<file path="src/rtl/usb_pkg.sv">
// Shared USB definitions: PID encodings, SYNC pattern, CRC16 constants and
// the transmit sequencer state type.
package usb_pkg;

    typedef enum logic [3:0] {
        PID_OUT   = 4'b0001,
        PID_IN    = 4'b1001,
        PID_SOF   = 4'b0101,
        PID_SETUP = 4'b1101,
        PID_DATA0 = 4'b0011,
        PID_DATA1 = 4'b1011,
        PID_ACK   = 4'b0010,
        PID_NAK   = 4'b1010,
        PID_STALL = 4'b1110
    } pid_t;

    // Serialized LSB-first this becomes KJKJKJKK on the wire.
    localparam logic [7:0]  USB_SYNC_BYTE  = 8'h80;

    // Reflected CRC16 (x^16+x^15+x^2+1); residual is the reflected 16'h800D.
    localparam logic [15:0] CRC16_INIT     = 16'hFFFF;
    localparam logic [15:0] CRC16_POLY     = 16'hA001;
    localparam logic [15:0] CRC16_RESIDUAL = 16'hB001;

    typedef enum logic [2:0] {
        TX_IDLE,
        TX_SYNC,
        TX_PID,
        TX_DATA,
        TX_CRC_LO,
        TX_CRC_HI,
        TX_EOP,
        TX_WAIT_EOP
    } tx_state_t;

    // A device may only originate handshakes and data packets.
    function automatic logic tx_pid_legal(input logic [3:0] pid);
        case (pid)
            PID_ACK, PID_NAK, PID_STALL, PID_DATA0, PID_DATA1: return 1'b1;
            default:                                           return 1'b0;
        endcase
    endfunction

    // Data PIDs share 2'b11 in the low bits, handshakes share 2'b10.
    function automatic logic pid_is_data(input logic [3:0] pid);
        return (pid[1:0] == 2'b11);
    endfunction

endpackage

</file>
<file path="src/rtl/usb_crc16.sv">
// One-byte combinational update of the reflected USB CRC16.
// Shared between the transmit sequencer and the receive-side checker.
module usb_crc16
    import usb_pkg::*;
(
    input  logic [15:0] crc_in,
    input  logic [7:0]  data,
    output logic [15:0] crc_out
);

    // Fold the byte into the low half, then shift out eight bits LSB-first.
    always_comb begin
        crc_out = crc_in ^ {8'h00, data};
        for (int i = 0; i < 8; i++) begin
            crc_out = crc_out[0] ? ((crc_out >> 1) ^ CRC16_POLY) : (crc_out >> 1);
        end
    end

endmodule

</file>
<file path="src/rtl/usb_tx_packet_fsm.sv">
// Device-side USB transmit packet sequencer: SYNC, PID, payload, CRC16, EOP.
//
// state       | meaning
// ------------+------------------------------------------------------------
// TX_IDLE     | waiting for tx_start; illegal PID flagged here
// TX_SYNC     | presenting SYNC byte to serializer
// TX_PID      | presenting {~pid, pid}
// TX_DATA     | payload passes straight through from endpoint buffer
// TX_CRC_LO   | presenting ~crc[7:0]
// TX_CRC_HI   | presenting ~crc[15:8]
// TX_EOP      | send_eop pulse
// TX_WAIT_EOP | waiting for serializer to finish EOP
module usb_tx_packet_fsm
    import usb_pkg::*;
#(
    parameter int         MAX_PAYLOAD = 64,
    parameter logic [7:0] SYNC_BYTE   = USB_SYNC_BYTE
)
(
    input  logic       clk,
    input  logic       RST,
    input  logic       tx_start,
    input  logic [3:0] tx_pid,
    input  logic       tx_zlp,
    input  logic [7:0] tx_data,
    input  logic       tx_data_valid,
    input  logic       tx_data_last,
    output logic       tx_data_ready,
    output logic [7:0] tx_byte,
    output logic       tx_byte_valid,
    input  logic       tx_byte_ready,
    output logic       send_eop,
    input  logic       eop_done,
    output logic       busy,
    output logic       tx_done,
    output logic       tx_err
);

    localparam logic [6:0] LAST_IDX = 7'(MAX_PAYLOAD - 1);

    tx_state_t   state;
    logic [3:0]  pid_q;
    logic        zlp_q;
    logic [15:0] crc_q;
    logic [15:0] crc_next;
    logic [6:0]  byte_cnt;
    logic [7:0]  byte_q;
    logic        byte_valid_q;

    usb_crc16 u_crc (
        .crc_in  (crc_q),
        .data    (tx_data),
        .crc_out (crc_next)
    );

    // Payload is not registered so the endpoint sees back-pressure directly.
    assign tx_byte       = (state == TX_DATA) ? tx_data       : byte_q;
    assign tx_byte_valid = (state == TX_DATA) ? tx_data_valid : byte_valid_q;
    assign tx_data_ready = (state == TX_DATA) & tx_data_valid & tx_byte_ready;

    // Packet sequencing with registered byte, status and pulse outputs.
    always_ff @(posedge clk or posedge RST) begin
        if (RST) begin
            state        <= TX_IDLE;
            pid_q        <= 4'h0;
            zlp_q        <= 1'b0;
            crc_q        <= CRC16_INIT;
            byte_cnt     <= 7'd0;
            byte_q       <= 8'h00;
            byte_valid_q <= 1'b0;
            send_eop     <= 1'b0;
            busy         <= 1'b0;
            tx_done      <= 1'b0;
            tx_err       <= 1'b0;
        end else begin
            send_eop <= 1'b0;
            tx_done  <= 1'b0;
            tx_err   <= 1'b0;
            case (state)
                TX_IDLE: begin
                    if (tx_start) begin
                        if (tx_pid_legal(tx_pid)) begin
                            pid_q        <= tx_pid;
                            zlp_q        <= tx_zlp;
                            crc_q        <= CRC16_INIT;
                            byte_cnt     <= 7'd0;
                            byte_q       <= SYNC_BYTE;
                            byte_valid_q <= 1'b1;
                            busy         <= 1'b1;
                            state        <= TX_SYNC;
                        end else begin
                            tx_err <= 1'b1;
                        end
                    end
                end
                TX_SYNC: begin
                    if (tx_byte_ready) begin
                        byte_q <= {~pid_q, pid_q};
                        state  <= TX_PID;
                    end
                end
                TX_PID: begin
                    if (tx_byte_ready) begin
                        if (!pid_is_data(pid_q)) begin
                            byte_q       <= 8'h00;
                            byte_valid_q <= 1'b0;
                            send_eop     <= 1'b1;
                            state        <= TX_EOP;
                        end else if (zlp_q) begin
                            byte_q <= ~crc_q[7:0];
                            state  <= TX_CRC_LO;
                        end else begin
                            byte_q       <= 8'h00;
                            byte_valid_q <= 1'b0;
                            state        <= TX_DATA;
                        end
                    end
                end
                TX_DATA: begin
                    if (tx_byte_ready) begin
                        if (tx_data_valid) begin
                            crc_q    <= crc_next;
                            byte_cnt <= byte_cnt + 7'd1;
                            // A full buffer without last is closed out as if last.
                            if (tx_data_last || byte_cnt == LAST_IDX) begin
                                tx_err       <= ~tx_data_last;
                                byte_q       <= ~crc_next[7:0];
                                byte_valid_q <= 1'b1;
                                state        <= TX_CRC_LO;
                            end
                        end else begin
                            // Underrun: abort without CRC so the host discards it.
                            tx_err   <= 1'b1;
                            send_eop <= 1'b1;
                            state    <= TX_EOP;
                        end
                    end
                end
                TX_CRC_LO: begin
                    if (tx_byte_ready) begin
                        byte_q <= ~crc_q[15:8];
                        state  <= TX_CRC_HI;
                    end
                end
                TX_CRC_HI: begin
                    if (tx_byte_ready) begin
                        byte_q       <= 8'h00;
                        byte_valid_q <= 1'b0;
                        send_eop     <= 1'b1;
                        state        <= TX_EOP;
                    end
                end
                TX_EOP: begin
                    state <= TX_WAIT_EOP;
                end
                TX_WAIT_EOP: begin
                    if (eop_done) begin
                        tx_done <= 1'b1;
                        busy    <= 1'b0;
                        state   <= TX_IDLE;
                    end
                end
                default: begin
                    byte_valid_q <= 1'b0;
                    busy         <= 1'b0;
                    state        <= TX_IDLE;
                end
            endcase
        end
    end

endmodule

</file>
<file path="config.mk">
export PLATFORM = sky130hd
export DESIGN_NAME = usb_tx_packet_fsm
export DESIGN_NICKNAME = d
export VERILOG_FILES = /design/src/rtl/usb_pkg.sv /design/src/rtl/usb_crc16.sv /design/src/rtl/usb_tx_packet_fsm.sv
export SDC_FILE = /design/constraint.sdc
export NUM_CORES = 1
export LEC_CHECK = 0
export BUFFER_PORTS_ARGS = -buffer_cell sky130_fd_sc_hd__buf_4
export CORE_AREA = 2 2 64 90
export CTS_CLUSTER_SIZE = 10
export DETAILED_ROUTE_END_ITERATION = 8
export DIE_AREA = 0 0 66 92
export PLACE_DENSITY = 0.75
export REMOVE_ABC_BUFFERS = 1
export SYNTH_ARGS = -nofsm -noshare
export SYNTH_HDL_FRONTEND = slang
export SYNTH_SLANG_ARGS = --single-unit
</file>
<file path="constraint.sdc">
create_clock -name clk -period 3.04 [get_ports clk]
set_clock_uncertainty 0.15 [all_clocks]
set_input_delay 0.608 -clock clk [delete_from_list [all_inputs] [get_ports clk]]
set_output_delay 0.608 -clock clk [all_outputs]
set_load 0.02 [all_outputs]
</file>
## Word-level counts from Yosys, hierarchy flattened

Index checks and enable logic that the tools add are counted.
W data, S select, Z words.

- Bits in registers: 44
- Word-level logic and storage cells: 141

- Add/subtract/negate cells: 1
- Eq/ne operators: 26
- Muxes and demuxes: 74
- Bitwise gates (word level): 16
- Reduce and logical (&&, ||, !) cells: 13

Operators by type and width:

| kind | number |
|---|---|
| $mux W16 | 12 |
| $mux W8 | 12 |
| $pmux W8 S6 | 1 |
| $mux W3 | 12 |
| $pmux W16 S2 | 1 |
| $mux W7 | 4 |
| $mux W1 | 26 |
| $not A2 Y3 | 8 |
| $not A8 Y8 | 3 |
| $pmux W3 S8 | 1 |
| $ne A2 B2 Y1 const B | 9 |
| $reduce_and A9 Y1 | 2 |
| $xor A16 B8 Y16 | 1 |
| $pmux W7 S2 | 1 |
| $eq A3 B3 Y1 const B | 4 |
| $eq A4 B4 Y1 const B | 3 |
| $reduce_and A10 Y1 | 1 |
| $eq A4 B2 Y1 const B | 2 |
| $add A7 B1 Y7 const B | 1 |
| $eq A7 B6 Y1 const B | 1 |
| $eq A3 B2 Y1 const B | 2 |
| $reduce_bool A6 Y1 | 1 |
| $reduce_and A5 Y1 | 1 |
| $reduce_or A5 Y1 | 1 |
| other kinds (17) | 20 |

## Logic depth before layout (Yosys ltp)

- Word-level depth: 22
- Depth in mapped cells: 8
- Mapped depth without buffers: 7

## Cells and area by module

From an unflattened synthesis, not the netlist that was laid out.

- Cell total of the unflattened synthesis: 314
- Area, all modules: 2835.2 um^2

By module, submodules not included:

| module | times used | cells an instance | area each (um^2) |
|---|---|---|---|
| usb_tx_packet_fsm | 1 | 288 | 2577.5 |
| usb_crc16 | 1 | 26 | 257.7 |

## Worst setup path before layout

Ideal clock, no wire load.

- Path kind: input -> output
- From: input tx_pid[0]
- To: output tx_data_ready
- Data arrival time: 1.864 ns
- Path slack: 0.418 ns
- Cell stages on the path: 5
- Cell sequence: nand2b_1 a2111o_1 a21oi_1 nand2_1 inv_2

RTL lines:

| item | RTL line | text |
|---|---|---|
| from (decl) | usb_tx_packet_fsm.sv:23 | `input logic [3:0] tx_pid,` |
| to (decl) | usb_tx_packet_fsm.sv:28 | `output logic tx_data_ready,` |

## Worst setup path after layout

- From: register state[2]
- To: output tx_data_ready

- Cells in the longest elaborated chain, start to end: 3

RTL lines:

| item | RTL line | text |
|---|---|---|
| from (decl) | usb_tx_packet_fsm.sv:41 | `tx_state_t state;` |
| from (signal assigned) | usb_tx_packet_fsm.sv:64 | `state <= TX_IDLE;` |
| from (signal assigned) | usb_tx_packet_fsm.sv:90 | `state <= TX_SYNC;` |
| from (signal assigned) | usb_tx_packet_fsm.sv:99 | `state <= TX_PID;` |
| $eq A3 B2 Y1 | usb_tx_packet_fsm.sv:59 | `assign tx_data_ready = (state == TX_DATA) & tx_data_valid & tx_byte_ready;` |
| $and A1 B1 Y1 (2 in series) | usb_tx_packet_fsm.sv:59 |  |

No other way between the ends.

==> summary.txt <==
# clock sinks - 44
Count of warnings emitted by yosys - 0
Reg2reg setup slack - 570 ps
Yosys top cell area share - 0.270
Worst path required time - 2280 ps
Met2 Use GR - 0.386
Routed vias/inst - 5.65
Worst r2r path cells - 6
Fraction of layout cells with a size suffix above 1 - 0.237
Crit start category - register
# fillers - 487
Most frequent cells in the layout - 57 x nand2_1, 43 x buf_4, 38 x nor2_1
Fin. max-slew vios - 0
Post-synthesis cell type count - 44
Router iterations before antenna repair - 4
Placed cell count - 398
Starting Density - 0.483
Seq/Total Area, Yosys - 0.432
Number of global-route vias before repair - 2233
FF-to-FF Start - state[2]
Dpl ws - 318 ps
Die width - 66 µm
Synth Flop Type - dfrtp_1
Worst min path class - in2async
EDFF count, synth - 0
Leading area contributor after synthesis - dfrtp_1
Most crowded layer after global routing - met2
Initial antenna violation count - 0
Leak - 1.38 nW
Seq cells post-synth - 44
Full die area - 6070 µm²
Worst-path maximum fanout - 17
Dpl hpwl - 4.43 mm
Number of remaining DRC errors - 0
Final wirelength - 6.37 mm
Largest net degree at the start of global routing - 35
Clk buf depth - 2
Routed Antenna Nets - 0
M1 GR Usage - 0.276
Ys async rst share - 1.00
H-Tree Depth - 2
Arrival @ worst endpoint - 2000 ps
VDD IR max - 538 µV
Vias - 2294
RSZ-0062 raised after global routing - no
Synth-to-layout area growth - 18.4%
Finished Layout Cells - 406
Met3 Resource Use GR - 0.0331
Boundary pin count - 34
Outcome - finished, final reports clean
Post-layout minimum cycle time - 2760 ps
Worst-Skew Late Latency - 310 ps
F_max - 362 MHz
Mapped Cells - 299
Most common cell after layout, fill and taps aside - nand2_1
Max-Cap Viols - 0
# Post-CTS Setup Buffers - 0
FF-to-FF End - byte_q[7]
Fin crit share - 0.907
Worst slew margin - 0.335
Row Count - 32
Final Wtd Congestion - 0.892
CTS root buf - clkbuf_8
CTS buffer count - 5
Setup Crit Path Kind - reg2out
Core Box Area - 5370 µm²
Chip Height - 92 µm
CTS tree - yes
Worst-path clk slew - 90 ps
Total grt overflow - 0
Syn Area/Cell - 8.67 µm²
Post-CTS resize count - 0
Post-detailed-route wirelength per cell - 15.7 µm
First-pass GRT wire length - 10.6 mm
Hold Vio Cnt, Final - 0
Port bufs - 33
Mapped Area - 2590 µm²
Setup crit end kind - output port
Top cells by area, synth - dfrtp_1 27%, dfstp_2 16%, nand2_1 8.3%
Post-layout nets - 362
Worst-Margin Slew - 992 ps
Final setup margin - 281 ps
Post-CTS Hold Fix Bufs - 0
Final Setup Violations - 0
GR Util All Layers - 0.227
Initial DRC count - 176
P per Cell Area - 1090 nW/µm²
Antenna cells - 0
[synth_stat cells, drive strengths merged, types with 3 or more instances]
cell and number:
mux2 7, xnor2 13, o22ai 11, a31oi 3
dfrtp 28, dfstp 16, nor2 39, nand2b 4
clkbuf 11, inv 8, nand2 57, o211ai 3
a21oi 23, ha 5, xor2 11, o21ai 24
nand3 4, nand4 4, and3 4
[final cells by class]
| class | count | area (µm²) | area share |
|---|---|---|---|
| clock buffer | 5 | 68.8 | 0.0224 |
| clock inverter | 3 | 41.3 | 0.0135 |
| inverter | 8 | 30.0 | 0.00978 |
| multi-input combinational | 235 | 1400 | 0.456 |
| sequential | 44 | 1120 | 0.365 |
| tap | 68 | 85.1 | 0.0277 |
| timing repair buffer | 43 | 323 | 0.105 |
[how the worst max path moves through the flow]
stage	startpoint	end	slack (ps)	cells after the start
after floorplan	tx_pid[0]	tx_data_ready	-710	5
after global placement	tx_pid[0]	tx_data_ready	350	7
after detailed placement	tx_pid[0]	tx_data_ready	320	7
after CTS	state[2]	tx_data_ready	310	6
after global routing	state[2]	tx_data_ready	200	6
final	state[2]	tx_data_ready	280	6
[metal layers]
layer | wire [µm] | share of wire | up-vias
met2 | 3360 | 0.53 | 55
met4 | 157 | 0.025 | 0
met5 | 0 | 0 | -
li1 | - | - | 1107
met1 | 2590 | 0.41 | 1119
met3 | 261 | 0.041 | 13
[logic make-up (layout without fill, tap and decap cells)]
logic type               after synthesis  count (layout)  share of synthesized area
AO/OA/AOI/OAI                         78              78                      0.181
XOR/XNOR                              26              26                      0.102
adder cells (fa/ha/maj)                5               5                     0.0241
buffers and inverters                 20              59                     0.0290
flip-flops                            44              44                      0.432
multiplexers                           8               8                     0.0343
AND/OR/NAND/NOR                      118             118                      0.198
[flip-flops by register name, summed over array words and instances, names as in the netlist]
name and flops:
byte_cnt 7, tx_err 1, tx_done 1, zlp_q 1, crc_q 16, pid_q 4
busy 1, byte_q 8, byte_valid_q 1, state 3, send_eop 1
[worst max-delay path: stages (launching register included)]
cell,delay (ps)
dfrtp_1,390
buf_4,200
nand2b_1,320
nor2_8,270
nand2_1,180
inv_2,170
buf_4,160
[through the flow]
stage | TNS, ps | util | total power [mW] | instance area, µm² | hold WS, ps
after global routing | 0 | 0.572 | 3.57 | 3070 | 312
after CTS | 0 | 0.572 | 3.33 | 3070 | 279
after floorplan | -3050 | - | 2.32 | 2550 | 300
after global placement | 0 | 0.552 | 2.84 | 2960 | 317
after detailed placement | 0 | 0.552 | 2.86 | 2960 | 323
final | 0 | 0.572 | 3.34 | 3070 | 257
[report_power, final]
part / switching, mW / internal [mW]
combinational: 1.05 / 0.779
clock: 0.216 / 0.244
sequential: 0.193 / 0.865
(Power assumes the default switching activity.)
